===== src/rtl/coo_aggregation_controller.sv =====
// coo_aggregation_controller: GCN aggregation sequencer over a COO edge list into an internal output row buffer.
// Optional self-loop pass (buffer[i] += F·W[i]) is enabled by defining GCN_SELF_LOOP_EN.
module coo_aggregation_controller #(
  parameter int FEATURE_ROWS   = 6,
  parameter int WEIGHT_COLS    = 3,
  parameter int DOT_PROD_WIDTH = 16,
  parameter int NUM_EDGES      = 6,
  parameter int FEATURE_WIDTH  = (FEATURE_ROWS > 1) ? $clog2(FEATURE_ROWS) : 1,
  parameter int COO_ADDR_WIDTH = (NUM_EDGES > 1) ? $clog2(NUM_EDGES) : 1
) (
  input  logic                                           clk,
  input  logic                                           rst_n,
  input  logic                                           start,
  output logic                                           busy,
  output logic                                           done,
  output logic [COO_ADDR_WIDTH-1:0]                      coo_addr,
  input  logic [FEATURE_WIDTH-1:0]                       coo_src_in,
  input  logic [FEATURE_WIDTH-1:0]                       coo_dst_in,
  output logic [FEATURE_WIDTH-1:0]                       fm_wm_addr,
  input  logic [0:WEIGHT_COLS-1][DOT_PROD_WIDTH-1:0]     fm_wm_row_in,
  output logic [0:WEIGHT_COLS-1][DOT_PROD_WIDTH-1:0]     add_in1,
  output logic [0:WEIGHT_COLS-1][DOT_PROD_WIDTH-1:0]     add_in2,
  input  logic [0:WEIGHT_COLS-1][DOT_PROD_WIDTH-1:0]     add_sum,
  input  logic [FEATURE_WIDTH-1:0]                       out_rd_addr,
  output logic [0:WEIGHT_COLS-1][DOT_PROD_WIDTH-1:0]     out_row
);
  typedef logic [0:WEIGHT_COLS-1][DOT_PROD_WIDTH-1:0] row_t;
  typedef enum logic [3:0] {
    IDLE, CLEAR, FETCH_EDGE, FETCH_ROW, ACC_DST, ACC_SRC,
`ifdef GCN_SELF_LOOP_EN
    SELF_FETCH, SELF_ACC,
`endif
    DONE
  } state_t;
  state_t state, nxt;
  logic [COO_ADDR_WIDTH-1:0] e;
  logic [FEATURE_WIDTH-1:0] src, dst, wr_idx;
  logic wr_en, last;
  row_t rows [FEATURE_ROWS];
`ifdef GCN_SELF_LOOP_EN
  logic [FEATURE_WIDTH-1:0] node;
`endif
  // out-of-range node indices read as zero and never write
  function automatic logic in_range(input logic [FEATURE_WIDTH-1:0] i);
    return 32'(i) < FEATURE_ROWS;
  endfunction
  function automatic row_t rd(input logic [FEATURE_WIDTH-1:0] i);
    return in_range(i) ? rows[i] : '0;
  endfunction
  assign last     = e == COO_ADDR_WIDTH'(NUM_EDGES - 1);
  assign coo_addr = e;
  assign busy     = state != IDLE && state != DONE;
  assign done     = state == DONE;
  assign out_row  = rd(out_rd_addr);
  always_comb begin
    nxt = state;
    fm_wm_addr = '0;
    add_in1 = '0;
    add_in2 = '0;
    wr_en = 1'b0;
    wr_idx = '0;
    case (state)
      IDLE:       nxt = start ? CLEAR : IDLE;
      CLEAR:      nxt = FETCH_EDGE;
      FETCH_EDGE: nxt = FETCH_ROW;
      FETCH_ROW: begin
        nxt = ACC_DST;
        fm_wm_addr = coo_src_in;
      end
      ACC_DST: begin
        nxt = ACC_SRC;
        fm_wm_addr = dst;
        add_in1 = rd(dst);
        add_in2 = fm_wm_row_in;
        wr_idx = dst;
        wr_en = in_range(dst);
      end
      ACC_SRC: begin
        add_in1 = rd(src);
        add_in2 = fm_wm_row_in;
        wr_idx = src;
        wr_en = in_range(src) && src != dst;
`ifdef GCN_SELF_LOOP_EN
        nxt = last ? SELF_FETCH : FETCH_EDGE;
`else
        nxt = last ? DONE : FETCH_EDGE;
`endif
      end
`ifdef GCN_SELF_LOOP_EN
      SELF_FETCH: begin
        nxt = SELF_ACC;
        fm_wm_addr = node;
      end
      SELF_ACC: begin
        nxt = (node == FEATURE_WIDTH'(FEATURE_ROWS - 1)) ? DONE : SELF_FETCH;
        add_in1 = rd(node);
        add_in2 = fm_wm_row_in;
        wr_idx = node;
        wr_en = 1'b1;
      end
`endif
      DONE:       nxt = start ? CLEAR : DONE;
      default:    nxt = IDLE;
    endcase
  end
  always_ff @(posedge clk or negedge rst_n) begin
    if (!rst_n) begin
      state <= IDLE;
      e <= '0;
      src <= '0;
      dst <= '0;
`ifdef GCN_SELF_LOOP_EN
      node <= '0;
`endif
      for (int r = 0; r < FEATURE_ROWS; r++) rows[r] <= '0;
    end else begin
      state <= nxt;
      if (state == CLEAR) begin
        e <= '0;
`ifdef GCN_SELF_LOOP_EN
        node <= '0;
`endif
        for (int r = 0; r < FEATURE_ROWS; r++) rows[r] <= '0;
      end
      if (state == FETCH_ROW) begin
        src <= coo_src_in;
        dst <= coo_dst_in;
      end
      if (state == ACC_SRC && !last) e <= e + 1'b1;
`ifdef GCN_SELF_LOOP_EN
      if (state == SELF_ACC) node <= node + 1'b1;
`endif
      if (wr_en) rows[wr_idx] <= add_sum;
    end
  end
endmodule


===== config.mk =====
export PLATFORM = sky130hd
export DESIGN_NAME = coo_aggregation_controller
export DESIGN_NICKNAME = d
export VERILOG_FILES = /design/src/rtl/coo_aggregation_controller.sv
export SDC_FILE = /design/constraint.sdc
export NUM_CORES = 1
export LEC_CHECK = 0
export ABC_AREA = 0
export ABC_CLOCK_PERIOD_IN_PS = 6500
export CAP_MARGIN = 20
export CORE_MARGIN = 2
export CORE_UTILIZATION = 60
export DETAILED_ROUTE_END_ITERATION = 7
export PLACE_DENSITY = 0.86
export SLEW_MARGIN = 40
export SYNTH_ARGS = -nofsm -noshare
export SYNTH_HDL_FRONTEND = slang
export SYNTH_SLANG_ARGS = --single-unit

===== constraint.sdc =====
create_clock -name clk -period 6.5 [get_ports clk]
set_clock_uncertainty 0.1 [all_clocks]
set_input_delay 1.625 -clock clk [delete_from_list [all_inputs] [get_ports clk]]
set_output_delay 1.625 -clock clk [all_outputs]
set_load 0.05 [all_outputs]

**Word-level counts from Yosys, hierarchy flattened**

Index checks and enable logic that the tools add are counted.

- Flip-flop bits (word level): 301

- Add/subtract/negate cells: 1
- Order comparisons: 8
- Eq/ne operators: 9
- Multiplexer cells: 28
- Bitwise operators: 4
- Reduce and logical (&&, ||, !) cells: 9

Operators with widths:

| cell | number |
|---|---|
| two-way mux 288 bit | 2 |
| two-way mux 48 bit | 11 |
| binary-select mux 48 bit (select 3 bit) | 3 |
| bitwise mux 288 bit | 1 |
| demux 48 bit (select 3 bit) | 1 |
| one-hot mux 48 bit (2 select lines) | 1 |
| one-hot mux 3 bit (7 select lines) | 1 |
| greater-or-equal comparator 4 bit (second input constant) | 4 |
| NOT 3 -> 4 bit | 4 |
| == test 4 x 3 -> 1 bit (second input constant) | 3 |
| two-way mux 3 bit | 4 |
| one-hot mux 3 bit (2 select lines) | 2 |
| < comparator 3 bit (second input constant) | 3 |
| == test 4 x 2 -> 1 bit (second input constant) | 2 |
| == test 4 x 1 -> 1 bit (second input constant) | 1 |
| logical AND 1 bit | 4 |
| logical NOT 4 bit | 1 |
| < comparator 4 x 1 -> 1 bit (second input constant) | 1 |
| inequality test 4 x 3 -> 1 bit (second input constant) | 1 |
| nonzero test 4 bit | 1 |
| adder 3 x 1 -> 3 bit (second input constant) | 1 |
| == test 3 bit (second input constant) | 1 |
| inequality test 3 bit | 1 |
| one-hot mux 1 bit (2 select lines) | 1 |
| other kinds (4) | 4 |

**Longest topological paths before layout**

- Word-level depth: 9
- Depth in mapped cells: 9
- Depth with buffers taken out: 6

**Worst setup path before layout**

OpenSTA, ideal clock, no wires.

- Path type: in2out
- Start point: input port out_rd_addr[0]
- End point: output port out_row[27] (netlist name)
- Arrival: 3.423 ns
- Setup slack: 1.352 ns
- Stages: 6
- Path buffers: 4
- Path through: buf_2 -> buf_2 -> buf_2 -> buf_2 -> mux2i_1 -> o22ai_1

RTL lines:

| what | line | text |
|---|---|---|
| from (decl) | 24 | `input logic [FEATURE_WIDTH-1:0] out_rd_addr,` |
| to (decl) | 25 | `output logic [0:WEIGHT_COLS-1][DOT_PROD_WIDTH-1:0] out_row` |

==> results.md <==
* Hpwl dp at 37900 µm
* Minimum clock period at 5.79 ns
* Grt ovf at 0
* Core Area at between 30000 and 40000 µm²
* Cts bufs inserted at 34
* Pins Over Slew Limit at 0
* Rows at 66
* # fillers at 2220
* Post-Route WL at roughly 66000 µm
* Post-Layout Cell Count at between 2000 and 3000
* Synth Instances at ~2100
* Antenna Violating Nets Remaining at 0
* Worst-Skew Late Latency at ~0.51 ns
* CTS tree: yes
* Period utilization at 0.890
* Gpl congestion at 0.877
* Vias at between 15000 and 20000
* Switching Fraction at 0.448
* Startpoint Class: primary input
* DIE AREA at 34300 µm²
* P&R area growth vs syn at 19.7%
* Number of nets in the layout at 2354
* Crit path kind: primary input to primary output
* Clk sinks at 300
* Sequential share of power at 0.289
* Count of cell types in the netlist at 38
* Fin. Hold Viols at 0
* Ant diodes at 0
* Int Pwr at roughly 5.4 mW
* Placed Area at 22300 µm²
* Final setup vio count at 0
* Fmax at 0.173 GHz
* Peak VDD IR at 0.393 mV
* Clock root cell: clkbuf_16
* Share of cells above drive strength 1 at 0.129
* FF+latch count, synth at 300
* Critical Path AT at 4.06 ns
* Lkg Pwr at about 9.5 nW
* Hold-fix buffers, CTS at 0
* Unrepaired setup endpoints after global routing: false
* Slew HR at 0.433
* Post-synth net total at 2229
* Tightest Pin Transition at between 0.8 and 0.9 ns
* Largest cells by area after synthesis: dfrtp_1, mux4_2, nand2_1, o22ai_1, mux2i_1
* Drt wl/cell at 24.3 µm
* Top-area cell type share of the netlist area at 0.381
* Die Ht at 185 µm
* Part of the Yosys area used for sequential elements at 0.381
* Max cap viols at 0
* Cell taking the most area after synthesis: dfrtp_1
* # resized after CTS at 0
* Clock edge transition at the registers on the reported setup and hold paths at around 0.060 ns
* Crit path required time at 4.78 ns
* IO Pins at 260
* Synth Area per Inst at 9.31 µm²
* Vias in the first global route at 18965
* Largest net degree at the start of global routing at 158
* Initial core utilization at 0.608
* Via density at 6.99
* Port Buffers at 259
* Design area at 23600 µm²
* Final Power at 9.69 mW
* Min-Delay Path Class: register to register
* # Post-CTS Setup Buffers at 0
* CTS Buffer Depth at 3
* Mapped Area at 19700 µm²
* Remaining DRCs at 0
* Critical Path Fanout Max at 27
* Power per cell area at 411 nW/µm²
* Initial DRC Count at 2580
* Final setup TNS at 0 ns
* Combinational share of power at 0.489
* First-pass GRT wire length at between 100000 and 150000 µm
* Placed Cells at 2648
* Clk pwr share at 0.222
* GR Util All Layers at 0.381
* Outcome: complete, no violations
* NetSw at 4.34 mW
* H-tree levels at 2
* Drt pass-1 iters at 8
* YS warnings at 0
* Crit. End Element: primary output
* Initial antenna violation count at 1
* Die X-Extent at 185 µm
* Hold_ws at 0.469 ns
-- cell families after synthesis --
family                     share of synthesized area
and+or+nand+nor                                0.156
AOI/OAI and AO/OA                              0.148
DFF                                            0.381
muxes                                          0.243
buffers and inverters                         0.0690
xor gates and xnor gates                     0.00178
adders and majority gates                    0.00127
-- metrics by stage --
step,setup slack (ns),util
4_1_cts,0.788,0.725
5_1_grt,0.685,0.727
6_report,0.714,0.727
2_1_floorplan,1.35,-
3_3_place_gp,0.820,0.683
3_5_place_dp,0.797,0.687
-- power by group through the flow --
stage,clock [mW],sequential [mW],combinational (mW)
2_1_floorplan,0,2.48,3.62
3_3_place_gp,0,2.80,4.39
3_5_place_dp,0,2.79,4.61
4_1_cts,2.14,2.77,4.65
5_1_grt,2.22,2.84,5.01
6_report,2.15,2.80,4.74
-- synthesized netlist by cell type, drive strengths merged --
cell,instances
mux2i,145
buf,124
nor2b,1
nor3b,1
mux2,9
a41oi,1
ha,2
or3,1
or2,1
nand3,5
o21ai,194
a21o,1
inv,49
clkbuf,92
nor3,2
a21oi,1
mux4,144
o211a,2
a21boi,1
a22o,3
o22ai,289
and2,52
nor2,8
and2b,1
xnor2,4
dfrtp,300
nor4,4
or3b,1
nand2,679
nand2b,2
-- layout by cell type (no fill, tap or decap), types with 3 or more instances in the layout --
cell type	count
nand2_1	677
dfrtp_1	294
o22ai_1	281
clkdlybuf4s50_1	255
o21ai_0	194
mux2i_1	145
mux4_2	144
and2_1	50
inv_1	49
clkbuf_16	38
buf_4	29
buf_12	11
mux2_2	9
o22ai_2	8
bufinv_16	6
clkbuf_8	6
dfrtp_4	6
clkbuf_1	5
clkinv_2	5
buf_6	5
xnor2_1	4
nor2_1	4
nor2_4	4
nor4_4	4
a22o_1	3
nand3_1	3
-- final timing paths --
check                                from     endpoint  slack, ns  depth (start not counted)
max                        out_rd_addr[2]  out_row[23]       0.71                          5
max reg2reg                        dst[2]    rows[226]       2.27                          7
min in group asynchronous           rst_n    rows[163]       0.88                          1
max in group asynchronous           rst_n       src[0]       4.01                          3
min                              rows[72]     rows[72]       0.47                          2
min reg2reg                      rows[72]     rows[72]       0.47                          2
-- flip-flops by register name, indices dropped and copies added, names as in the netlist --
register  flops
rows        288
coo_addr      3
dst           3
src           3
state         3
-- worst max-delay path: stages --
cell             delay (ns)
buf_4                  0.29
nand2b_2               0.63
buf_12                 0.36
o22ai_1                0.25
clkdlybuf4s50_1        0.86
-- area by class of cell --
type / instances / area [µm²] / share of cell area
multi-input combinational: 1554 / 11000 / 0.464
tap: 442 / 553 / 0.0234
timing repair buffer: 305 / 3150 / 0.133
sequential: 300 / 7530 / 0.319
inverter: 49 / 184 / 0.00779
clock buffer: 48 / 1030 / 0.0435
clock inverter: 11 / 205 / 0.00870
-- metal layers --
| layer | share of wire | vias up | GRT usage |
|---|---|---|---|
| li1 | - | 7822 | - |
| met1 | 0.34 | 9109 | 0.479 |
| met2 | 0.48 | 1695 | 0.608 |
| met3 | 0.13 | 305 | 0.0969 |
| met4 | 0.047 | 2 | 0.205 |
| met5 | 0.00017 | - | 0 |
Power figures use the tool's default switching activity.
